--- src/rtl/wave_pkg.sv ---
// rtl/wave_pkg.sv - shared state encoding, datapath widths and helpers for the waveform meter
package wave_pkg;

    localparam int ACC_W = 32;
    localparam int DIV_W = 16;

    typedef enum logic [2:0] {
        S_IDLE,
        S_ACQ,
        S_DCCAL,
        S_SQACC,
        S_DIV,
        S_JUDGE,
        S_OUT
    } wave_state_t;

    function automatic logic [7:0] sat_u8(input logic [DIV_W-1:0] q);
        return (|q[DIV_W-1:8]) ? 8'hFF : q[7:0];
    endfunction

endpackage

--- src/rtl/wave_serial_div.sv ---
// rtl/wave_serial_div.sv - restoring divider, one quotient bit per clock
module wave_serial_div
    import wave_pkg::*;
(
    input  logic             clk,
    input  logic             rst,
    input  logic             start,
    input  logic [DIV_W-1:0] dividend,
    input  logic [ACC_W-1:0] divisor,
    output logic             busy,
    output logic             done,
    output logic [DIV_W-1:0] quotient
);

    localparam int CW = $clog2(DIV_W);

    logic [CW-1:0]    cnt;
    logic [ACC_W-1:0] rem;
    logic [ACC_W-1:0] src_rem;
    logic [ACC_W-1:0] nxt_rem;
    logic [DIV_W-1:0] dvd;
    logic [DIV_W-1:0] src_dvd;
    logic [ACC_W:0]   trial;
    logic             ge;

    // The start cycle already performs the first iteration on the fresh operands,
    // so all DIV_W quotient bits are in place after exactly DIV_W clocks.
    always_comb begin
        src_rem = start ? '0 : rem;
        src_dvd = start ? dividend : dvd;
        trial   = {src_rem, src_dvd[DIV_W-1]};
        ge      = trial >= {1'b0, divisor};
        nxt_rem = ge ? (trial[ACC_W-1:0] - divisor) : trial[ACC_W-1:0];
    end

    assign done     = busy && (cnt == CW'(DIV_W - 1));
    assign quotient = dvd;

    always_ff @(posedge clk) begin
        if (rst) begin
            busy <= 1'b0;
            cnt  <= '0;
            rem  <= '0;
            dvd  <= '0;
        end else if (start || busy) begin
            rem  <= nxt_rem;
            dvd  <= {src_dvd[DIV_W-2:0], ge};
            cnt  <= start ? CW'(1) : cnt + 1'b1;
            busy <= start ? 1'b1 : !done;
        end
    end

endmodule

--- src/rtl/wave_meas_seq.sv ---
// rtl/wave_meas_seq.sv - windowed waveform measurement: vpp, dc offset, papr and sine decision
module wave_meas_seq
    import wave_pkg::*;
#(
    parameter int N                   = 8,
    parameter int SAMPLE_POINTS       = 64,
    parameter int LOG_2_SAMPLE_POINTS = 6,
    parameter int FRE_DIV             = 1249,
    parameter int JUDGE_THRESHOLD     = 700
)
(
    input  logic         clk,
    input  logic         rst,
    input  logic         start,
    input  logic         cont,
    input  logic [N-1:0] data_in_unsigned,
    output logic         sample_en,
    output logic         busy,
    output logic         result_valid,
    input  logic         result_ready,
    output logic [N-1:0] vpp,
    output logic [N-1:0] dc_offset,
    output logic [7:0]   papr,
    output logic         is_sine_wave
);

    localparam int DCW = (FRE_DIV > 0) ? $clog2(FRE_DIV + 1) : 1;
    localparam int IW  = LOG_2_SAMPLE_POINTS;

    wave_state_t state, state_nxt;

    logic [DCW-1:0]    div_cnt;
    logic [IW-1:0]     idx;
    logic [N-1:0]      sbuf [SAMPLE_POINTS];
    logic [N-1:0]      max_r, min_r;
    logic [N-1:0]      vpp_r, dc_r;
    logic [DIV_W-1:0]  vpp_sq;
    logic [ACC_W-1:0]  acc;

    logic [N:0]            range_dif, range_sum;
    logic signed [N:0]     mul_a;
    logic signed [2*N+1:0] mul_p;
    logic [ACC_W-1:0]      vrms2, sq_ref, abs_err;
    logic signed [ACC_W-1:0] err;
    logic                  last_idx;
    logic                  div_start, div_busy, div_done;
    logic [DIV_W-1:0]      quot;

    assign busy         = (state != S_IDLE);
    assign result_valid = (state == S_OUT);
    assign sample_en    = (state == S_ACQ) && (div_cnt == DCW'(FRE_DIV));
    assign last_idx     = (idx == IW'(SAMPLE_POINTS - 1));

    assign range_dif = {1'b0, max_r} - {1'b0, min_r};
    assign range_sum = {1'b0, max_r} + {1'b0, min_r};

    // Single squarer: vpp in DCCAL, (x - dc) for each buffered sample in SQACC.
    always_comb begin
        if (state == S_SQACC) begin
            mul_a = $signed({1'b0, sbuf[idx]}) - $signed({1'b0, dc_r});
        end else begin
            mul_a = $signed(range_dif);
        end
    end
    assign mul_p = mul_a * mul_a;

    assign vrms2   = acc >> LOG_2_SAMPLE_POINTS;
    assign sq_ref  = ACC_W'(vpp_sq >> 3);
    assign err     = $signed(vrms2) - $signed(sq_ref);
    assign abs_err = err[ACC_W-1] ? ACC_W'(-err) : ACC_W'(err);

    wave_serial_div u_div (
        .clk      (clk),
        .rst      (rst),
        .start    (div_start),
        .dividend (vpp_sq),
        .divisor  (vrms2),
        .busy     (div_busy),
        .done     (div_done),
        .quotient (quot)
    );

    always_comb begin
        state_nxt = state;
        div_start = 1'b0;
        unique case (state)
            S_IDLE:  if (start || cont) state_nxt = S_ACQ;
            S_ACQ:   if (sample_en && last_idx) state_nxt = S_DCCAL;
            S_DCCAL: state_nxt = S_SQACC;
            S_SQACC: if (last_idx) state_nxt = S_DIV;
            S_DIV: begin
                div_start = !div_busy;
                if (div_done) state_nxt = S_JUDGE;
            end
            S_JUDGE: state_nxt = S_OUT;
            S_OUT:   if (result_ready) state_nxt = cont ? S_ACQ : S_IDLE;
            default: state_nxt = S_IDLE;
        endcase
    end

    always_ff @(posedge clk) begin
        if (sample_en) sbuf[idx] <= data_in_unsigned;
    end

    always_ff @(posedge clk) begin
        if (rst) begin
            state        <= S_IDLE;
            div_cnt      <= '0;
            idx          <= '0;
            max_r        <= '0;
            min_r        <= '1;
            vpp_r        <= '0;
            dc_r         <= '0;
            vpp_sq       <= '0;
            acc          <= '0;
            vpp          <= '0;
            dc_offset    <= '0;
            papr         <= '0;
            is_sine_wave <= 1'b0;
        end else begin
            state <= state_nxt;
            case (state)
                // Both states that can lead into ACQ prepare a clean window.
                S_IDLE, S_OUT: begin
                    div_cnt <= '0;
                    idx     <= '0;
                    max_r   <= '0;
                    min_r   <= '1;
                end
                S_ACQ: begin
                    if (sample_en) begin
                        div_cnt <= '0;
                        idx     <= idx + 1'b1;
                        if (data_in_unsigned > max_r) max_r <= data_in_unsigned;
                        if (data_in_unsigned < min_r) min_r <= data_in_unsigned;
                    end else begin
                        div_cnt <= div_cnt + 1'b1;
                    end
                end
                S_DCCAL: begin
                    vpp_r  <= range_dif[N-1:0];
                    dc_r   <= N'(range_sum >> 1);
                    vpp_sq <= DIV_W'(mul_p);
                    acc    <= '0;
                    idx    <= '0;
                end
                S_SQACC: begin
                    acc <= acc + ACC_W'(mul_p);
                    idx <= idx + 1'b1;
                end
                S_JUDGE: begin
                    vpp          <= vpp_r;
                    dc_offset    <= dc_r;
                    papr         <= (vrms2 == '0) ? 8'd0 : sat_u8(quot);
                    is_sine_wave <= (abs_err < ACC_W'(JUDGE_THRESHOLD));
                end
                default: ;
            endcase
        end
    end

endmodule
--- config.mk ---
export PLATFORM = sky130hd
export DESIGN_NAME = wave_meas_seq
export DESIGN_NICKNAME = d
export VERILOG_FILES = /design/src/rtl/wave_pkg.sv /design/src/rtl/wave_serial_div.sv /design/src/rtl/wave_meas_seq.sv
export SDC_FILE = /design/constraint.sdc
export NUM_CORES = 1
export LEC_CHECK = 0
export CAP_MARGIN = 20
export CORE_ASPECT_RATIO = 2
export CORE_MARGIN = 2
export CORE_UTILIZATION = 28
export CTS_BUF_LIST = sky130_fd_sc_hd__clkbuf_16
export DETAILED_ROUTE_END_ITERATION = 16
export GPL_TIMING_DRIVEN = 0
export PLACE_DENSITY = 0.54
export SYNTH_ARGS = -nofsm -noshare
export SYNTH_HDL_FRONTEND = slang
export SYNTH_SLANG_ARGS = --single-unit
--- constraint.sdc ---
create_clock -name clk -period 11.2 [get_ports clk]
set_input_delay 2.8 -clock clk [delete_from_list [all_inputs] [get_ports clk]]
set_output_delay 2.8 -clock clk [all_outputs]
set_load 0.005 [all_outputs]
[Word level (Yosys, flattened, before mapping)]
Memory sizes are Yosys's and may differ from the RTL's. A register that Yosys moved wholly into a read port is not among the register bits.
Index checks and enable logic that the tools add are counted.
Word-level totals
  bits of input ports: 13
  memories kept: 1
  logic and storage cells: 102
  RAM bits: 512
  output and inout port bits: 28
  register bits: 178
Operators by class
  reduce and logical (&&, ||, !) cells: 20
  equality and inequality tests: 17
  add/sub/neg operators: 10
  muxes and demuxes: 32
  multipliers: 1
  order comparisons: 4
Memory list
  sbuf: words 64, bits a word 8, rd ports 1, clocked after Yosys merged registers in 1, wr ports 1, RTL line wave_meas_seq.sv:34  | logic [N-1:0] sbuf [SAMPLE_POINTS];
Operator list (count)
  $mux 32: 3
  $pmux 32 s2: 1
  $mux 8: 6
  $ge 33x26->1: 1
  $add 32x32->32: 1
  $logic_not 32->1: 1
  $lt 32x10->1 const B: 1
  $neg 27->32: 1
  $pmux 8 s2: 2
  $sub 32x26->32: 1
  $sub 26x13->27: 1
  $pmux 11 s2: 1
  $pmux 3 s7: 1
  $mul 9x9->18: 1
  $mux 6: 3
  $pmux 6 s3: 1
  $sub 8x8->9: 2
  $mux 16: 1
  $mux 3: 5
  $add 11x1->11 const B: 1
  $eq 11x11->1 const B: 1
  $mux 11: 1
  $ne 2x1->1 const B: 5
  $add 8x8->9: 1
  other kinds (25): 41

[Depth between registers and ports, before layout]
  depth in word-level cells: 6
  mapped depth: 48
  depth with buffers taken out: 46

[Cells and area by module]
From an unflattened synthesis, not the netlist that was laid out.
Unflattened totals
  cell total of the unflattened synthesis: 2865
  area total of the unflattened synthesis: 35773.1 um^2
Modules (own cells, without submodules)
  wave_meas_seq: area an instance 31230.0 um^2, cells each 2246, times used 1
  wave_serial_div: area an instance 4543.1 um^2, cells each 619, times used 1

[Worst setup path after synthesis]
OpenSTA, ideal clock, no wires.
  kind: reg2reg
  start: reg (tool-made name)
  end: reg acc[31]
  path slack: -0.033 ns
  buffers on the path: 2
  stages on the path, launching flop included: 46
  arrival time: 11.110 ns
  clock period less this slack: 11.233 ns
  cells stage by stage: dfxtp_1 -> clkbuf_1 -> buf_1 -> mux4_2 -> mux4_2 -> mux4_2 -> inv_1 -> ha_1 -> inv_1 -> fa_1 -> a21o_1 -> a21oi_1 -> o21bai_1 -> a21oi_1 -> xnor2_1 -> mux2i_1 -> or2_2 -> inv_1 -> [10 not listed] -> o21a_1 -> o31ai_1 -> a2111oi_2 -> a31oi_1 -> a211oi_1 -> xnor2_1 -> inv_1 -> ha_1 -> a21o_1 -> a21o_1 -> a21oi_1 -> o21ai_0 -> a21oi_1 -> o21ai_0 -> or4_1 -> nand3_1 -> nor4_1 -> nand3b_1
RTL lines
  end signal: assignment: RTL line wave_meas_seq.sv:148  | acc <= acc + ACC_W'(mul_p);
  end: declaration: RTL line wave_meas_seq.sv:38  | logic [ACC_W-1:0] acc;

==> summary by stage <==
Synthesis
The post-synthesis cell type count is between 70 and 80. After synthesis, the share of flip-flops with an asynchronous set or reset is 0%. Summed over its instances, the top area cell type makes up 43.76% of the synthesized netlist area. The largest total area in the synthesized netlist belongs to sky130_fd_sc_hd__edfxtp_1. The mean post-synth cell area is 12.56 um2. The number of cells produced by synthesis is 2797. After synthesis the netlist holds a flip-flop and latch count of ~700.

After synthesis the cells add up to 35130 um2. The share of the yosys chip area belonging to registers is 54.19%. Counting flops with a built-in enable in the synthesized netlist gives 512. The most used flip-flop cell after synthesis is sky130_fd_sc_hd__edfxtp_1. The synthesized netlist net count is 3027. By area the synthesized netlist is led by sky130_fd_sc_hd__edfxtp_1 (44%), sky130_fd_sc_hd__mux4_2 (11%), sky130_fd_sc_hd__dfxtp_1 (10%). For this run, the number of Yosys warnings is 0.

Detailed routing
The number of nets with antenna violations after detailed routing is 0. The number of remaining DRC errors is 0. The routed layout has 23190 vias. The detailed router finished its first iteration with 1447 violations. The detailed-route wire length per cell is 23.32 um. After detailed routing, the total wire length is 108900 um. The via density per instance is 4.968.

The iteration count of the initial detailed-routing pass is 5.

Critical path
The top fanout value on the critical path is 8. The data arrival at the endpoint of the critical path is 11.56 ns. STA classifies the critical path endpoint as a register. The slowest cell on the critical path is sky130_fd_sc_hd__mux4_2.

In this design, the critical path's most frequently occurring cell is sky130_fd_sc_hd__inv_2. The worst setup path is launched from a register. The largest stage delay on the critical path is 0.57 ns. STA puts the critical path data required time at 11.79 ns.

The worst setup path is of the register to register kind.

Place
The pre-CTS worst setup slack is -3.115 ns. During placement, the flow inserted port buffers numbering 40. Once detailed placement completed, the half-perimeter wirelength came to 82950 um. The congestion estimate from routability-driven global placement came to around 0.89.

Global route
The number of antenna violations at the first check in global routing is 2. The residual overflow from global routing is 0. The via count of the first global-routing pass is between 20000 and 25000.

The first global-routing pass estimated 158700 um of wire. Across every metal layer, demand over resource in global routing totals 16.88%. Entering global routing, the biggest net connects 69 pins.

Floorplan
The die footprint is 128500 um2. For this configuration, the core starts out at a cell density of 28.26%. The chip width is 254.5 um. The number of top-level pins is 41.

The placeable core region is 124300 um2. The number of rows created at floorplan is 183. In this run the vertical extent of the chip is 505.0 um.

CTS
The clock passes through at most 3 buffers. Buffers inserted during clock tree synthesis total 61. The H-tree level count is 2. TritonCTS built the clock tree. The number of buffers inserted for hold repair after clock tree synthesis is 0. The clock sink total is 695. The clock transition at the registers of the reported paths is 0.08 ns. CTS placed an instance of sky130_fd_sc_hd__clkbuf_16 at the clock tree root.

The later-pin clock latency in the skew report is 0.70 ns.

Timing
The final clock skew is 0.07850 ns. Setup slack on the critical path of the routed design comes to 0.2308 ns. The final critical delay including setup and external delays is 10.97 ns. Across all hold checks on the routed design, the worst slack comes to 0.4552 ns. The timing-limited maximum frequency is a little over 90 MHz. The worst slew slack as a fraction of its limit is 32.34%. The transition time at the pin with the least slew margin is 1.015 ns. The final number of setup-violating endpoints is 0.

Setup repair after global routing could not meet its margin everywhere. The final worst-path cycle share is 97.94%. The final number of max-transition violations is 0. The count of final hold-check violations is 0.

Job
The number of max-cap violations is 0.

Final layout
The count of nets after finishing is 3179. The area growth from synthesis to layout is 16.19%. The post-route netlist has 14.80% of its cells at a drive strength greater than 1.

Run status
The flow ran to the end, and the final reports show no timing, DRC or antenna violations.

Worst hold path
The path type of the worst min-delay path is register to register.
-- logic make-up after synthesis --
logic type | share of synthesized area [%]
AOI/OAI and AO/OA | 9.644
xor gates and xnor gates | 2.592
adders and majority gates | 9.074
buffers and inverters | 3.426
DFF | 54.19
muxes | 11.11
and+or+nand+nor | 9.964
-- worst paths after layout --
kind,startpoint,to,slack [ns],cells after the start
min,dc_offset[4],dc_offset[4],0.46,2
min reg2reg,dc_offset[4],dc_offset[4],0.46,2
max,register,acc[31],0.23,47
max reg2reg,register,acc[31],0.23,47
-- cells in the final DEF, fill, tap and decap left out, types with 37 or more instances in the layout --
| master | netlist | final |
|---|---|---|
| sky130_fd_sc_hd__nand2_1 | 216 | 216 |
| sky130_fd_sc_hd__fa_1 | 63 | 60 |
| sky130_fd_sc_hd__nor3_1 | 45 | 45 |
| sky130_fd_sc_hd__a21o_1 | 46 | 46 |
| sky130_fd_sc_hd__xor2_1 | 38 | 37 |
| sky130_fd_sc_hd__clkbuf_16 | 0 | 64 |
| sky130_fd_sc_hd__xnor2_1 | 66 | 64 |
| sky130_fd_sc_hd__edfxtp_1 | 512 | 512 |
| sky130_fd_sc_hd__o21ai_0 | 64 | 56 |
| sky130_fd_sc_hd__inv_1 | 187 | 191 |
| sky130_fd_sc_hd__nor2_1 | 273 | 270 |
| sky130_fd_sc_hd__and2_1 | 37 | 37 |
| sky130_fd_sc_hd__dfxtp_1 | 183 | 182 |
| sky130_fd_sc_hd__clkbuf_1 | 106 | 89 |
| sky130_fd_sc_hd__mux4_2 | 168 | 168 |
| sky130_fd_sc_hd__a21oi_1 | 193 | 182 |
| sky130_fd_sc_hd__ha_1 | 154 | 139 |
-- layer usage --
metal | share of wire, % | GRT usage (%) | routed length (um) | vias to the layer above
met4 | 8.4 | 12.41 | 9178 | 2
met3 | 2.9 | 1.727 | 3153 | 288
met1 | 31 | 14.88 | 33870 | 11690
met5 | 0.0064 | 0 | 7 | -
li1 | - | - | - | 10640
met2 | 58 | 34.01 | 62640 | 561
-- synthesized netlist by cell type, types with 19 or more instances --
| cell | instances |
|---|---|
| sky130_fd_sc_hd__nor3_1 | 45 |
| sky130_fd_sc_hd__a211oi_1 | 35 |
| sky130_fd_sc_hd__xnor2_1 | 66 |
| sky130_fd_sc_hd__clkbuf_1 | 106 |
| sky130_fd_sc_hd__buf_1 | 23 |
| sky130_fd_sc_hd__nand3_1 | 33 |
| sky130_fd_sc_hd__o21ai_0 | 64 |
| sky130_fd_sc_hd__edfxtp_1 | 512 |
| sky130_fd_sc_hd__nor2_1 | 273 |
| sky130_fd_sc_hd__fa_1 | 63 |
| sky130_fd_sc_hd__a21oi_1 | 193 |
| sky130_fd_sc_hd__ha_1 | 154 |
| sky130_fd_sc_hd__and2_1 | 37 |
| sky130_fd_sc_hd__inv_1 | 187 |
| sky130_fd_sc_hd__xor2_1 | 38 |
| sky130_fd_sc_hd__o21bai_1 | 25 |
| sky130_fd_sc_hd__a21o_1 | 46 |
| sky130_fd_sc_hd__nand4_1 | 25 |
| sky130_fd_sc_hd__o21a_1 | 23 |
| sky130_fd_sc_hd__nand2_1 | 216 |
| sky130_fd_sc_hd__a22oi_1 | 24 |
| sky130_fd_sc_hd__dfxtp_1 | 183 |
| sky130_fd_sc_hd__mux4_2 | 168 |
| sky130_fd_sc_hd__nor2b_1 | 24 |
| sky130_fd_sc_hd__a31oi_1 | 19 |
-- what timing repair did --
action | in CTS | in global routing
setup endpoints to repair | 23 | 14
pin swaps | 23 | 37
buffers inserted | 25 | 10
gates cloned | 1 | 0
resized for setup | 163 | 41
-- flip-flops by register name, indices dropped and copies added, names as in the netlist, named ones only --
signal          flops
sbuf              512
acc                32
u_div.rem          32
u_div.quotient     16
vpp_sq             15
div_cnt            11
dc_offset           8
dc_r                8
max_r               8
min_r               8
papr                8
vpp                 8
vpp_r               8
idx                 6
u_div.cnt           4
state               3
is_sine_wave        1
u_div.busy          1
-- per-stage QoR --
| stage | util [%] | setup TNS [ns] | std cells | cell area (um2) |
|---|---|---|---|---|
| after floorplan | - | 0 | 2797 | 35140 |
| after global placement | 30.26 | -46.99 | 4502 | 37620 |
| after detailed placement | 30.40 | -43.06 | 4515 | 37800 |
| after CTS | 32.64 | 0 | 4656 | 40580 |
| after global routing | 32.84 | -0.5378 | 4667 | 40820 |
| final | 32.84 | 0 | 4667 | 40820 |
-- worst max-delay path: cells and delay by family, from the launching register on --
kind,cells,cell delay [ns]
AND/OR/NAND/NOR,5,0.93
adder cells (fa/ha/maj),9,3.52
multiplexers,4,1.89
XOR/XNOR,2,0.29
AO/OA/AOI/OAI,15,2.53
buffers and inverters,12,1.22
flip-flops,1,0.42
-- cell type report --
| type | instances | area, um2 |
|---|---|---|
| tap | 1665 | 2083 |
| clock inverter | 53 | 479.2 |
| inverter | 187 | 711.9 |
| timing repair buffer | 89 | 918.4 |
| multi-input combinational | 1783 | 15300 |
| buffer | 132 | 732.0 |
| clock buffer | 62 | 1551 |
| sequential | 695 | 19040 |
| fill | 12460 | 83510 |
| antenna | 1 | 2.502 |
Power is not shown: default switching activity piles up to over one toggle a cycle in this logic, so the estimate is an artifact.
